## src/rtl/mult_pkg.sv

```systemverilog
// Shared types and helpers for the shift-and-add multiplier.
// Latency: n/a (package only).
// Backpressure: n/a (package only).
package mult_pkg;

    typedef enum logic [1:0] {
        IDLE,
        RUN,
        DONE
    } mult_state_t;

    // Width of the iteration counter, wide enough to hold 0..n.
    function automatic int cnt_width(input int n);
        return $clog2(n + 1);
    endfunction

endpackage

```

## src/rtl/adder_N.sv

```systemverilog
// Combinational N-bit ripple-carry adder: {cout, sum} = a + b + cin.
// Latency: 0 cycles (pure combinational).
// Backpressure: none; output follows inputs.
//
// Ports:
//   a, b  N-bit addends
//   cin   carry in
//   sum   N-bit sum
//   cout  carry out of the top bit
module adder_N #(
    parameter int N = 4
) (
    input  logic [N-1:0] a,
    input  logic [N-1:0] b,
    input  logic         cin,
    output logic [N-1:0] sum,
    output logic         cout
);

    // carry[i] is the carry into bit i; carry[N] is the final carry out.
    logic [N:0] carry;

    always_comb begin
        carry    = '0;
        sum      = '0;
        carry[0] = cin;
        for (int i = 0; i < N; i++) begin
            sum[i]       = a[i] ^ b[i] ^ carry[i];
            carry[i + 1] = (a[i] & b[i]) | (a[i] & carry[i]) | (b[i] & carry[i]);
        end
    end

    assign cout = carry[N];

endmodule

```

## src/rtl/mult_shift_add.sv

```systemverilog
// Sequential unsigned N x N shift-and-add multiplier (one adder_N, one bit per cycle).
// Latency: start sampled at edge k -> done high in the cycle after edge k+N+1.
// Backpressure: start is ignored while busy; a new op is accepted at edge k+N+2 earliest.
//
// Ports:
//   CLK      rising-edge clock
//   n_RESET  asynchronous active-low reset
//   start    request a multiply (sampled in IDLE only)
//   A, B     multiplicand / multiplier, captured on the accepted start edge
//   busy     high from the start edge until the end of the done cycle
//   done     one-cycle pulse, P valid from this cycle onward
//   P        2N-bit product, held until the next result is ready
module mult_shift_add
    import mult_pkg::*;
#(
    parameter int N = 4
) (
    input  logic             CLK,
    input  logic             n_RESET,
    input  logic             start,
    input  logic [N-1:0]     A,
    input  logic [N-1:0]     B,
    output logic             busy,
    output logic             done,
    output logic [2*N-1:0]   P
);

    localparam int            CW   = cnt_width(N);
    localparam logic [CW-1:0] LAST = CW'(N - 1);

    mult_state_t     state;
    logic [CW-1:0]   count;
    logic [N-1:0]    mcand;
    // Upper half accumulates partial sums; lower half holds the multiplier
    // bits still to be consumed, LSB first.
    logic [2*N-1:0]  prod;

    logic [N-1:0]    addend;
    logic [N-1:0]    sum;
    logic            cout;
    logic [2*N-1:0]  prod_next;

    assign addend = prod[0] ? mcand : '0;

    adder_N #(.N(N)) u_adder (
        .a    (prod[2*N-1:N]),
        .b    (addend),
        .cin  (1'b0),
        .sum  (sum),
        .cout (cout)
    );

    // Carry lands in the top bit so the shifted accumulator never loses it.
    assign prod_next = {cout, sum, prod[N-1:1]};

    always_ff @(posedge CLK or negedge n_RESET) begin
        if (!n_RESET) begin
            state <= IDLE;
            busy  <= 1'b0;
            done  <= 1'b0;
            P     <= '0;
            count <= '0;
            mcand <= '0;
            prod  <= '0;
        end else begin
            case (state)
                IDLE: begin
                    // Entering IDLE from DONE leaves busy high for the done
                    // cycle; it falls here unless a new op is accepted.
                    done <= 1'b0;
                    if (start) begin
                        mcand <= A;
                        prod  <= {{N{1'b0}}, B};
                        count <= '0;
                        busy  <= 1'b1;
                        state <= RUN;
                    end else begin
                        busy  <= 1'b0;
                    end
                end
                RUN: begin
                    prod  <= prod_next;
                    count <= count + 1'b1;
                    if (count == LAST) begin
                        P     <= prod_next;
                        state <= DONE;
                    end
                end
                DONE: begin
                    // done is registered, so the pulse appears in the cycle
                    // after this state while busy is still held high.
                    done  <= 1'b1;
                    state <= IDLE;
                end
                default: begin
                    state <= IDLE;
                end
            endcase
        end
    end

endmodule

```

## config.mk

```make
export PLATFORM = sky130hd
export DESIGN_NAME = mult_shift_add
export DESIGN_NICKNAME = d
export VERILOG_FILES = /design/src/rtl/mult_pkg.sv /design/src/rtl/adder_N.sv /design/src/rtl/mult_shift_add.sv
export SDC_FILE = /design/constraint.sdc
export NUM_CORES = 1
export LEC_CHECK = 0
export ABC_CLOCK_PERIOD_IN_PS = 2000
export CAP_MARGIN = 20
export CORE_AREA = 4 4 57 59
export CTS_CLUSTER_SIZE = 12
export DETAILED_ROUTE_END_ITERATION = 6
export DIE_AREA = 0 0 61 63
export PLACE_DENSITY = 0.81
export SLEW_MARGIN = 20
export SYNTH_ARGS = -nofsm -noshare
export SYNTH_HDL_FRONTEND = slang
export SYNTH_SLANG_ARGS = --single-unit
```

## constraint.sdc

```tcl
create_clock -name CLK -period 2 [get_ports CLK]
set_input_delay 0.6 -clock CLK [delete_from_list [all_inputs] [get_ports CLK]]
set_output_delay 0.6 -clock CLK [all_outputs]
set_load 0.05 [all_outputs]
```

==> flow_summary.ini <==
[layout]
num-fill-cells = 253
antenna_cells = 0
post_layout_util = 0.547
synthToLayoutAreaGrowth_pct = 21.4
fraction_of_layout_instances_using_a_drive_strength_above_1 = 0.313
num-nets-final = 133
layoutNonFillerInstCount = 146

[setup_path]
startpoint_type = register
kind_of_cell_adding_the_most_delay_to_the_critical_path = adder cells
startpoint_of_the_worst_register_to_register_path = prod[0]
r2r_end = prod[6]
worst_ep_arrival_time_ps = 2230
slowest_delay_ps = 410
cp_cell_sequence = and2_1 > ha_2 > inv_2 > fa_2 > inv_2 > fa_2 > inv_2 > fa_1 > o2bb2ai_1
timing.critical_path.buf_inv = 3
critical-path-top-cell-by-count = sky130_fd_sc_hd__inv_2
end_kind = register
worst_setup_path_startpoint = prod[0]
max_fanout_on_critical_path = 2
critPathSlowestCell = sky130_fd_sc_hd__dfrtp_1
rr_worst_depth = 9
worst-path-stages = 9
path_class = register to register
timing.reg2reg.setup_slack_ps = 20
setup.worst_path.end = prod[6]
worst-endpoint-required_ps = 2250

[synth]
yosys-top-cells-count = sky130_fd_sc_hd__dfrtp_1 (27), sky130_fd_sc_hd__inv_1 (10), sky130_fd_sc_hd__mux2_1 (5), sky130_fd_sc_hd__mux2_2 (5)
netlist_area_um2 = 1220
distinct_cell_type_count_after_synthesis = 25
library_cell_with_the_largest_summed_area_after_synthesis = sky130_fd_sc_hd__dfrtp_1
asr_flop_ratio_synth = 1.00
yosysSeqAreaShare = 0.554
post_synth_inst_count = 90
post_synth_main_area_contributors = sky130_fd_sc_hd__dfrtp_1 (55%), sky130_fd_sc_hd__fa_1 (4.9%), sky130_fd_sc_hd__mux2_1 (4.6%), sky130_fd_sc_hd__mux2_2 (4.6%), sky130_fd_sc_hd__o221a_2 (3.7%)
postSynth.topFlopCell = sky130_fd_sc_hd__dfrtp_1
ys.warnings.count = 0
synthesis.nets = 107
avgSynthCellArea_um2 = 13.6
synth.most_common_cell = sky130_fd_sc_hd__dfrtp_1
synth-edff-count = 0
synth.ff_latch_count = 27
netlist.area_leader.share = 0.554

[timing]
worst_pin_slew_ps = 397
finalHoldViolCount = 0
period_needed_ps = 1980
grt_setup_unrepaired = yes
skew_ps = 3.42
timing.max_slew.rel_slack = 0.736
setup_viol = 0
post_route_hold_slack_ps = 500
fmax_mhz = 506
post-route-period-util = 0.989
finalMaxSlewViolations = 0

[clock_tree]
cts.path.max_buffers = 2
cts.clk_slew.worst_paths_ps = 140
cts_inserted_buffers = 3
cts.sinks = 27
cts_root_buf = sky130_fd_sc_hd__clkbuf_4
cts_tree = built
cts.htree.levels = 1
clkLatencyLatePin_ps = 310
cts.hold.buffers_added = 0

[grt]
pin_count_of_the_biggest_net_entering_global_routing = 28
overflow = 0
global_routing_usage_on_met2 = 0.210
first_global_vias = 842
grt_util_met1 = 0.164
antenna_found_initial = 0
grt_first_pass_wirelength_um = 3770
grt.total_usage = 0.128
use_met3 = 0.0248
top_usage_layer = met2

[drt]
post_route_drc = 0
totalWireLength_um = 2120
drt-initial-drc-count = 15
post_drt_wl_per_cell_um = 14.5
ratio_of_routed_vias_to_standard_cells = 5.33
antenna_violating_nets_post_route = 0
num_vias = 778
drt_pre_antenna_iters = 4

[floorplanning]
effective_utilization_at_floorplan = 0.450
core_region_area_um2 = 2710
die_width_um = 61
placementRows = 19
die-area_um2 = 3840
io_pins = 21
die_h_um = 63

[placed_design]
placement.io_buffers = 20
dp_hpwl_um = 1630
numPlacedInstances = 142
place_congestion = 0.768

[power_and_ir_drop]
power.static_leakage_uw = 0.000682
ir_worst_vdd_v = 0.000877
powerDensity_nw_per_um2 = 1700

[status]
status = completed

[min_path]
min_from = count[0]
hp-class = register to register

[job]
max_cap_violations = 0
==> sequential cells by signal, indices dropped and copies added, names as in the netlist <==
register and cells:
P 8, state 2, count 3, prod 8, mcand 4, done 1, busy 1
==> stage by stage <==
| step | setup TNS [ps] | instance area, um^2 | total power (uW) | worst slack [ps] |
|---|---|---|---|---|
| after floorplan | 0 | 1220 | 1930 | 52.3 |
| after global placement | 0 | 1450 | 2240 | 46.5 |
| after detailed placement | 0 | 1450 | 2310 | 11.8 |
| after CTS | 0 | 1480 | 2540 | 1.74 |
| after global routing | -217 | 1480 | 2740 | -113 |
| final | 0 | 1480 | 2520 | 22.1 |
==> per-layer routing <==
metal / part of all wire / wire length [um]
met3: 0.054 / 114
met5: 0 / 0
met2: 0.49 / 1040
met1: 0.44 / 928
met4: 0.017 / 36
==> worst min-delay path by stage <==
stage | endpoint | cells past startpoint
CTS | count[0] | 1
detailed placement | P[0] | 1
floorplan | P[0] | 0
global route | count[0] | 1
finish | count[0] | 1
global placement | count[0] | 1
==> where the power goes <==
group | total, uW | internal, uW | switching (uW)
combinational | 1310 | 569 | 738
clock | 230 | 74.8 | 155
sequential | 985 | 802 | 183
total | 2520 | 1450 | 1080
==> timing repair <==
action	in CTS	in global routing
resized for setup	2	4
buffers inserted	0	0
pin swaps	0	2
setup endpoints to repair	2	3
gates cloned	0	0
==> cells by family after synthesis <==
family	Yosys count	synth area share
buf+inv	14	0.0513
simple gates	15	0.0913
mux	14	0.125
fa+ha+maj	6	0.0800
compound gates	14	0.0985
flops	27	0.554
==> layout by cell type, fill, tap and decap left out, types with 3 or more instances in the layout <==
cell	Yosys	final
sky130_fd_sc_hd__dfrtp_1	27	27
sky130_fd_sc_hd__buf_4	0	15
sky130_fd_sc_hd__clkdlybuf4s50_1	0	10
sky130_fd_sc_hd__inv_1	10	7
sky130_fd_sc_hd__mux2_1	5	5
sky130_fd_sc_hd__mux2_2	5	5
sky130_fd_sc_hd__nand2b_1	4	4
sky130_fd_sc_hd__mux2i_1	4	4
sky130_fd_sc_hd__or4b_1	4	4
sky130_fd_sc_hd__o221a_2	4	4
sky130_fd_sc_hd__inv_2	0	3
sky130_fd_sc_hd__clkbuf_4	0	3
==> final cells by class <==
class / instances / area [um^2] / share of cell area
clock buffers: 3 / 22.5 / 0.0152
clock inverters: 1 / 5.00 / 0.00338
inverters: 10 / 37.5 / 0.0253
multi-input cells: 49 / 489 / 0.330
flip-flops and latches: 27 / 676 / 0.456
well taps: 31 / 38.8 / 0.0262
repair buffers: 25 / 213 / 0.144
Power figures use the tool's default switching activity.
